### src/rtl/fetch_queue_pkg.sv
// fetch_queue_pkg: shared constants and queue entry layout for the fetch queue.
package fetch_queue_pkg;
  localparam logic [31:0] NOP = 32'h00000013;
  localparam logic [31:0] BUBBLE_PC = 32'hffffffff;
  typedef struct packed {
    logic [31:0] pc;
    logic [31:0] ins;
    logic        misalign;
  } fq_entry_t;
  function automatic logic is_misaligned(input logic [31:0] a);
    return a[1:0] != 2'b00;
  endfunction
endpackage

### src/rtl/fetch_queue_sync_fifo.sv
// sync_fifo: DEPTH-entry synchronous FIFO with clear, combinational head and occupancy count.
module sync_fifo #(
  parameter int W = 32,
  parameter int DEPTH = 4
) (
  input  logic                     clk,
  input  logic                     rst,
  input  logic                     i_push,
  input  logic                     i_pop,
  input  logic                     i_clear,
  input  logic [W-1:0]             i_data,
  output logic [W-1:0]             o_head,
  output logic [$clog2(DEPTH):0]   o_count
);
  localparam int AW = $clog2(DEPTH);
  logic [W-1:0]  r_mem [DEPTH];
  logic [AW-1:0] r_rd, r_wr, w_wr;
  logic [AW:0]   r_count;
  // clear rewinds both pointers, so a push in the clear cycle lands in slot 0 and becomes the head
  assign w_wr = i_clear ? '0 : r_wr;
  assign o_head = r_mem[r_rd];
  assign o_count = r_count;
  always_ff @(posedge clk)
    if (i_push) r_mem[w_wr] <= i_data;
  always_ff @(posedge clk) begin
    if (rst) begin
      r_rd <= '0;
      r_wr <= '0;
      r_count <= '0;
    end else begin
      r_wr <= w_wr + AW'(i_push);
      r_rd <= i_clear ? '0 : r_rd + AW'(i_pop);
      r_count <= (i_clear ? '0 : r_count - (AW+1)'(i_pop)) + (AW+1)'(i_push);
    end
  end
endmodule

### src/rtl/fetch_queue.sv
// fetch_queue: instruction prefetch queue with variable-latency imem, hazard hold and redirect flush.
module fetch_queue
  import fetch_queue_pkg::*;
#(
  parameter int          DEPTH = 4,
  parameter int          MAX_OUTSTANDING = 2,
  parameter logic [31:0] RESET_PC = 32'h00000000
) (
  input  logic        clk,
  input  logic        rst,
  input  logic        mb_if__jump_taken,
  input  logic [31:0] mb_if__jump_target,
  input  logic        data_hazard,
  output logic        imem_req_valid,
  input  logic        imem_req_ready,
  output logic [31:0] imem_req_addr,
  input  logic        imem_rsp_valid,
  input  logic [31:0] imem_rsp_data,
  output logic [31:0] if_id__pc,
  output logic [31:0] if_id__ins,
  output logic        if_id__ins_misalign,
  output logic        pipe_flush
);
  localparam int CW = $clog2(DEPTH) + 1;
  fq_entry_t     w_head, w_push_entry;
  logic [31:0]   r_fetch_pc, w_pc_head;
  logic [CW-1:0] w_count, w_outst, r_drop;
  logic          r_halted, w_issue, w_rsp, w_keep, w_push, w_pop, w_tgt_mis, w_empty;
  assign w_tgt_mis = is_misaligned(mb_if__jump_target);
  assign w_empty = w_count == '0;
  // queue slots are reserved at issue time, so a response always has room
  assign imem_req_valid = !rst && !r_halted && !mb_if__jump_taken &&
                          (w_outst < CW'(MAX_OUTSTANDING)) &&
                          (({1'b0, w_count} + {1'b0, w_outst}) < (CW+1)'(DEPTH));
  assign imem_req_addr = r_fetch_pc;
  assign w_issue = imem_req_valid && imem_req_ready;
  assign w_rsp = imem_rsp_valid && w_outst != '0;
  assign w_keep = w_rsp && r_drop == '0 && !mb_if__jump_taken;
  assign w_push = mb_if__jump_taken ? w_tgt_mis : w_keep;
  assign w_pop = !w_empty && !data_hazard && !mb_if__jump_taken;
  assign w_push_entry = mb_if__jump_taken ? fq_entry_t'{mb_if__jump_target, NOP, 1'b1}
                                          : fq_entry_t'{w_pc_head, imem_rsp_data, 1'b0};
  assign pipe_flush = mb_if__jump_taken;
  assign if_id__pc = w_empty ? BUBBLE_PC : w_head.pc;
  assign if_id__ins = w_empty ? NOP : w_head.ins;
  assign if_id__ins_misalign = !w_empty && w_head.misalign;
  sync_fifo #(.W($bits(fq_entry_t)), .DEPTH(DEPTH)) u_queue (
    .clk(clk), .rst(rst), .i_push(w_push), .i_pop(w_pop), .i_clear(mb_if__jump_taken),
    .i_data(w_push_entry), .o_head(w_head), .o_count(w_count)
  );
  // PCs of in-flight requests; its occupancy is the outstanding count, and stale entries pop too
  sync_fifo #(.W(32), .DEPTH(DEPTH)) u_shadow (
    .clk(clk), .rst(rst), .i_push(w_issue), .i_pop(w_rsp), .i_clear(1'b0),
    .i_data(r_fetch_pc), .o_head(w_pc_head), .o_count(w_outst)
  );
  always_ff @(posedge clk) begin
    if (rst) begin
      r_fetch_pc <= RESET_PC;
      r_drop <= '0;
      r_halted <= 1'b0;
    end else if (mb_if__jump_taken) begin
      r_fetch_pc <= mb_if__jump_target;
      r_halted <= w_tgt_mis;
      r_drop <= w_outst - CW'(w_rsp);
    end else begin
      if (w_issue) r_fetch_pc <= r_fetch_pc + 32'd4;
      if (w_rsp && r_drop != '0) r_drop <= r_drop - 1'b1;
    end
  end
endmodule

### config.mk
export PLATFORM = sky130hd
export DESIGN_NAME = fetch_queue
export DESIGN_NICKNAME = d
export VERILOG_FILES = /design/src/rtl/fetch_queue_pkg.sv /design/src/rtl/fetch_queue_sync_fifo.sv /design/src/rtl/fetch_queue.sv
export SDC_FILE = /design/constraint.sdc
export NUM_CORES = 1
export LEC_CHECK = 0
export CORE_ASPECT_RATIO = 1.75
export CORE_MARGIN = 1.5
export CORE_UTILIZATION = 60
export CTS_CLUSTER_SIZE = 12
export DETAILED_ROUTE_END_ITERATION = 7
export PLACE_DENSITY = 0.92
export SLEW_MARGIN = 25
export SYNTH_ARGS = -nofsm -noshare
export SYNTH_HDL_FRONTEND = slang
export SYNTH_SLANG_ARGS = --single-unit
export TNS_END_PERCENT = 5
### constraint.sdc
create_clock -name clk -period 13.8 [get_ports clk]
set_input_delay 2.76 -clock clk [delete_from_list [all_inputs] [get_ports clk]]
set_output_delay 2.76 -clock clk [all_outputs]
set_load 0.1 [all_outputs]
Yosys cells after proc, flatten, opt, wreduce, memory -nomap -nowiden:

Memories as Yosys holds them, arrays and structs flattened. A register that Yosys moved wholly into a read port is not among the register bits.
Index checks and enable logic that the tools add are counted.

* add/sub/neg operators: 11
* $mul: 0
* divide/modulo/power cells: 0
* order comparisons: 2
* equality and inequality tests: 0
* shift-type cells: 0
* multiplexer cells: 16
* bitwise logic cells: 0
* reductions and logical operators: 25

Operator list (count)
* 2-to-1 mux 32 bit: 4
* 2-to-1 mux 65 bit: 1
* adder 32 x 3 -> 32 bit (second input constant): 1
* logical AND 1 bit: 12
* 2-to-1 mux 3 bit: 3
* adder 2 x 1 -> 2 bit: 4
* adder 3 x 1 -> 3 bit: 2
* zero test 3 bit: 2
* 2-to-1 mux 2 bit: 3
* nonzero test 2 bit: 3
* nonzero test 3 bit: 2
* subtractor 3 x 1 -> 3 bit: 2
* zero test 1 bit: 5
* 2-to-1 mux 1 bit: 5
* adder 3 x 3 -> 4 bit: 1
* < comparator 4 x 3 -> 1 bit (second input constant): 1
* < comparator 3 x 2 -> 1 bit (second input constant): 1
* subtractor 3 x 1 -> 3 bit (second input constant): 1
* OR reduction 2 bit: 1

* register bits: 50
* bits in latches: 0
* RAM bits: 388
* ROM bits: 0
* input port bits: 70
* memories: 2

Memory list
* u_queue.r_mem: depth 4, bits a word 65, rd ports 1, clocked after memory_dff 1, write ports 1, line fetch_queue_sync_fifo.sv:16 `logic [W-1:0] r_mem [DEPTH];`
* u_shadow.r_mem: depth 4, bits a word 32, rd ports 1, clocked after memory_dff 1, write ports 1, line fetch_queue_sync_fifo.sv:16

Depth between registers and ports, before layout:

* depth after elaboration: 8
* gate-level depth with buffers: 9
* depth with buffers taken out: 8

Modules after synthesis:

Synthesis repeated with hierarchy kept, for this count alone.

* cell total of the unflattened synthesis: 1046
* area total of the unflattened synthesis: 18094.9 sq um

Modules (own cells, without submodules)
* sync_fifo at u_queue: times used 1, cells an instance 377, area an instance 9781.9 sq um, seq. area each 7947.6 sq um
* sync_fifo at u_shadow: times used 1, cells an instance 206, area an instance 5023.6 sq um, seq. area each 3983.8 sq um
* fetch_queue: times used 1, cells an instance 463, area an instance 3289.4 sq um, seq. area each 720.7 sq um

Least setup slack after synthesis:

Ideal clock, no wire load.

* path type: input to register
* start point: input port mb_if__jump_taken
* end point: memory u_queue.r_mem[2][0] (netlist bit), enable pin
* library setup time: 0.581 ns
* arrival: 8.303 ns
* data required time: 13.219 ns
* setup slack: 4.915 ns
* stages: 3
* cells stage by stage: o41ai_1 > inv_1 > nor3b_1

* cells in the longest elaborated chain, start to end: 5
* elaborated cells on any way between the ends: 6

Ends and longest elaborated chain
* from (decl): line fetch_queue.sv:11 `input logic mb_if__jump_taken,`
* zero test 1 bit: line fetch_queue.sv:38 `assign w_keep = w_rsp && r_drop == '0 && !mb_if__jump_taken;`
* logical AND 1 bit: line fetch_queue.sv:38
* 2-to-1 mux 1 bit: line fetch_queue.sv:39 `assign w_push = mb_if__jump_taken ? w_tgt_mis : w_keep;`
* 2-to-1 mux 1 bit: line fetch_queue_sync_fifo.sv:24 `if (i_push) r_mem[w_wr] <= i_data;`
* 2-to-1 mux 1 bit (implied by the code): line fetch_queue_sync_fifo.sv:24
* to (decl): line fetch_queue_sync_fifo.sv:16

Several ways; a longest one is shown, not always the timed one.

Final worst setup path:

* start point: input port mb_if__jump_taken
* end point: output port imem_req_valid

* cells in the longest elaborated chain, start to end: 4

Ends and longest elaborated chain
* zero test 1 bit: line fetch_queue.sv:32 `assign imem_req_valid = !rst && !r_halted && !mb_if__jump_taken &&`
* logical AND 1 bit (2 in a row): line fetch_queue.sv:32
* logical AND 1 bit: line fetch_queue.sv:33 `(w_outst < CW'(MAX_OUTSTANDING)) &&`
* to (decl): line fetch_queue.sv:14 `output logic imem_req_valid,`

Every way passes these cells.

==> results.py <==
metrics = {
    "worst_setup_path": {
        "worst-path-buf-inv": 2,
        "crit_slowest_cell": "clkdlybuf4s50_1",
        "critPathLaunchType": "input port",
        "cp_cell_sequence": "buf_4 -> nor4_4 -> and3_1 -> clkdlybuf4s50_1",
        "cp_top_family": "buffers and inverters",
        "critPathRequiredTime_ns": 11.04,
        "crit_fanout": 45,
        "endpoint_kind": "output port",
        "crit_arrival_ns": 4.87,
        "crit_type": "input port to output port",
        "slowest_delay_ns": 1.13,
    },
    "logic_synthesis": {
        "ys_seq_area_share_pct": 71.0,
        "synth-edff-count": 388,
        "yosys_warnings": 0,
        "syn_area_sq_um": 17800,
        "synthCells": 1049,
        "ys_types": 53,
        "syn-num-nets": 1135,
        "synth_top_flop_cell": "edfxtp_1",
        "async_flop_share_pct": 0,
        "ys_seq_elements": 438,
        "avgSynthCellArea_sq_um": 17.0,
    },
    "global_routing": {
        "grt_pass1_vias": 10400,
        "overflow": 0,
        "grt_antenna_before_repair": 0,
        "grt_use_total_pct": 25.5,
        "grt_start_max_net_pins": 67,
        "grt_pass1_wl_um": 58800,
    },
    "power": {
        "ir_worst_vdd_uv": 137,
        "intPower_mw": 2.37,
        "switchingPower_mw": 1.02,
        "power_frac_comb_pct": 22.5,
        "p_seq_share_pct": 46.9,
        "swShare_pct": 30.0,
        "p_per_area_nw_per_um2": 161,
        "p_leak_nw": 6.86,
        "clock_power_share_pct": 30.6,
    },
    "die": {
        "io_pins": 169,
        "core-area_sq_um": 29300,
        "die-area_sq_um": 30800,
        "floorplan.initialDensity_pct": 60.8,
        "fp.dieW_um": 133,
        "rows": 83,
        "dieHeight_um": 231,
    },
    "sta": {
        "hold_viol": 0,
        "setup_viol": 0,
        "fin_crit_ns": 7.63,
        "finClkSkew_ns": 0.0205,
        "fin_tns_setup_ns": 0,
        "rsz0062_at_grt": "no",
        "tightestPinTransition_ns": 1.09,
        "slew_headroom_pct": 26.3,
        "slew_viol_final": 0,
        "fmax_mhz": 131,
        "finalCritPeriodShare_pct": 55.3,
    },
    "placement": {
        "placed_cell_area_sq_um": 19900,
        "dp_hpwl_um": 23000,
        "gp_congestion": 0.790,
        "port_buffers": 168,
        "place_inst": 1555,
    },
    "route": {
        "route.detailed.drc": 0,
        "dr.pass1.iters": 5,
        "vias": 10000,
        "drtIter0Drc": 843,
        "wirelength_um": 38700,
        "drtAntennaViolNets": 0,
        "vias_per_cell": 6.21,
        "wl_per_cell_um": 23.9,
    },
    "cts": {
        "numCtsBuffers": 42,
        "hold_buffers": 0,
        "cts_resized": 0,
        "cts_tree": "yes",
        "cts_max_level": 2,
        "post_cts_buffers": 0,
        "clock_latency_ns": 0.54,
        "clk_pin_slew_ns": 0.06,
        "max-clock-path-buffers": 3,
        "clock_sinks": 438,
        "root_buffer": "clkbuf_16",
    },
    "final_layout": {
        "syn_to_final_growth_pct": 18.3,
        "fin_cells": 1617,
        "drive_gt1_share_pct": 18.5,
        "fin_nets": 1303,
        "finalInstanceArea_sq_um": 21100,
        "n_antenna_cell": 0,
        "utilization_pct": 72.0,
    },
    "run_status": {
        "status": "finished, final reports clean",
    },
    "worst_hold_path": {
        "hp-class": "flop to flop",
    },
    "run": {
        "maxCapViolCount": 0,
    },
}
path summary, 6_finish.rpt:
check	cells after the start	slack, ns	startpoint	to
setup / recovery	4	6.17	mb_if__jump_taken	imem_req_valid
setup reg to reg	6	10.60	u_shadow.o_count[2]	u_shadow.r_mem[3][9]
hold reg to reg	2	0.52	r_halted	r_halted
hold / removal	2	0.52	r_halted	r_halted
per-layer routing:
metal	part of all wire [%]	vias to the layer above	GRT usage (%)
met5	0	-	0
met4	4.3	0	12.6
met3	5.6	121	3.62
met2	55	491	45.4
met1	35	5065	30.3
li1	-	4368	-
worst reg2reg max path, cell delays in order, from the launching register on:
cell,delay [ns]
dfxtp_1,0.45
ha_1,0.31
nor4_4,0.36
nand4_4,0.30
inv_2,0.44
and3_1,0.49
buf_4,0.47
sequential cells by signal (all words and copies together), names as in the netlist:
| name | cells |
|---|---|
| r_drop | 3 |
| u_queue.o_count | 3 |
| imem_req_addr | 32 |
| u_shadow.o_count | 3 |
| u_shadow.r_mem | 128 |
| r_halted | 1 |
| u_queue.r_rd | 2 |
| u_queue.r_wr | 2 |
| u_shadow.r_rd | 2 |
| u_shadow.r_wr | 2 |
| u_queue.r_mem | 260 |
power groups by stage:
stage	Sequential, mW	Combinational [mW]	Clock [mW]
after floorplan	1.64	0.547	0
after global placement	1.61	0.742	0
after detailed placement	1.62	0.761	0
after CTS	1.59	0.766	1.05
after global routing	1.60	0.800	1.10
final	1.59	0.763	1.04
stage by stage:
step	total power [mW]	hold WS, ns	setup WS, ns
finish	3.39	0.524	6.17
CTS	3.41	0.503	6.08
floorplan	2.19	0.471	4.92
global placement	2.35	0.484	6.07
detailed placement	2.38	0.492	6.10
global route	3.50	0.549	6.09
placed cells by master (no fill, tap or decap), types with 14 or more instances in the layout:
cell and n:
clkbuf_16 45, buf_4 16, a31oi_1 14, clkdlybuf4s50_1 166, mux4_2 97, a21oi_1 23
nand3_1 18, nand2_1 96, nor2_1 21, edfxtp_1 388, nor2b_1 68, clkbuf_1 16
or2_2 39, inv_1 24, ha_1 16, dfxtp_1 47, o21ai_0 21
logic make-up after synthesis:
| logic type | share of synthesized area (%) |
|---|---|
| AO/OA/AOI/OAI | 2.97 |
| XOR/XNOR | 1.13 |
| adder cells (fa/ha/maj) | 1.12 |
| buffers and inverters | 1.93 |
| flip-flops | 71.0 |
| multiplexers | 12.3 |
| AND/OR/NAND/NOR | 9.48 |
area by class of cell:
| class | count | area (sq um) |
|---|---|---|
| multi-input combinational | 527 | 4860 |
| clock buffer | 61 | 1190 |
| timing repair buffer | 182 | 1780 |
| inverter | 26 | 97.6 |
| sequential | 438 | 12700 |
| clock inverter | 1 | 8.76 |
| tap | 382 | 478 |
| fill | 1752 | 8210 |
cell usage after synthesis (all sizes together), types with 5 or more instances:
| cell type | number | area (sq um) |
|---|---|---|
| and3 | 6 | 37.5 |
| a21oi | 24 | 124 |
| mux4 | 97 | 2180 |
| buf | 18 | 95.1 |
| nor3 | 11 | 60.1 |
| nor4 | 9 | 105 |
| nand4 | 16 | 128 |
| nor2 | 23 | 86.3 |
| nand2 | 96 | 360 |
| or3 | 5 | 31.3 |
| ha | 16 | 200 |
| clkbuf | 40 | 151 |
| edfxtp | 388 | 11700 |
| dfxtp | 50 | 1000 |
| xor2 | 12 | 105 |
| nand3 | 19 | 100 |
| o21ai | 21 | 105 |
| a21o | 9 | 67.6 |
| inv | 26 | 97.6 |
| a31oi | 14 | 87.6 |
| xnor2 | 11 | 96.3 |
| nor2b | 68 | 425 |
| or2 | 39 | 244 |
| a211oi | 5 | 47.5 |
Power figures use the tool's default switching activity.
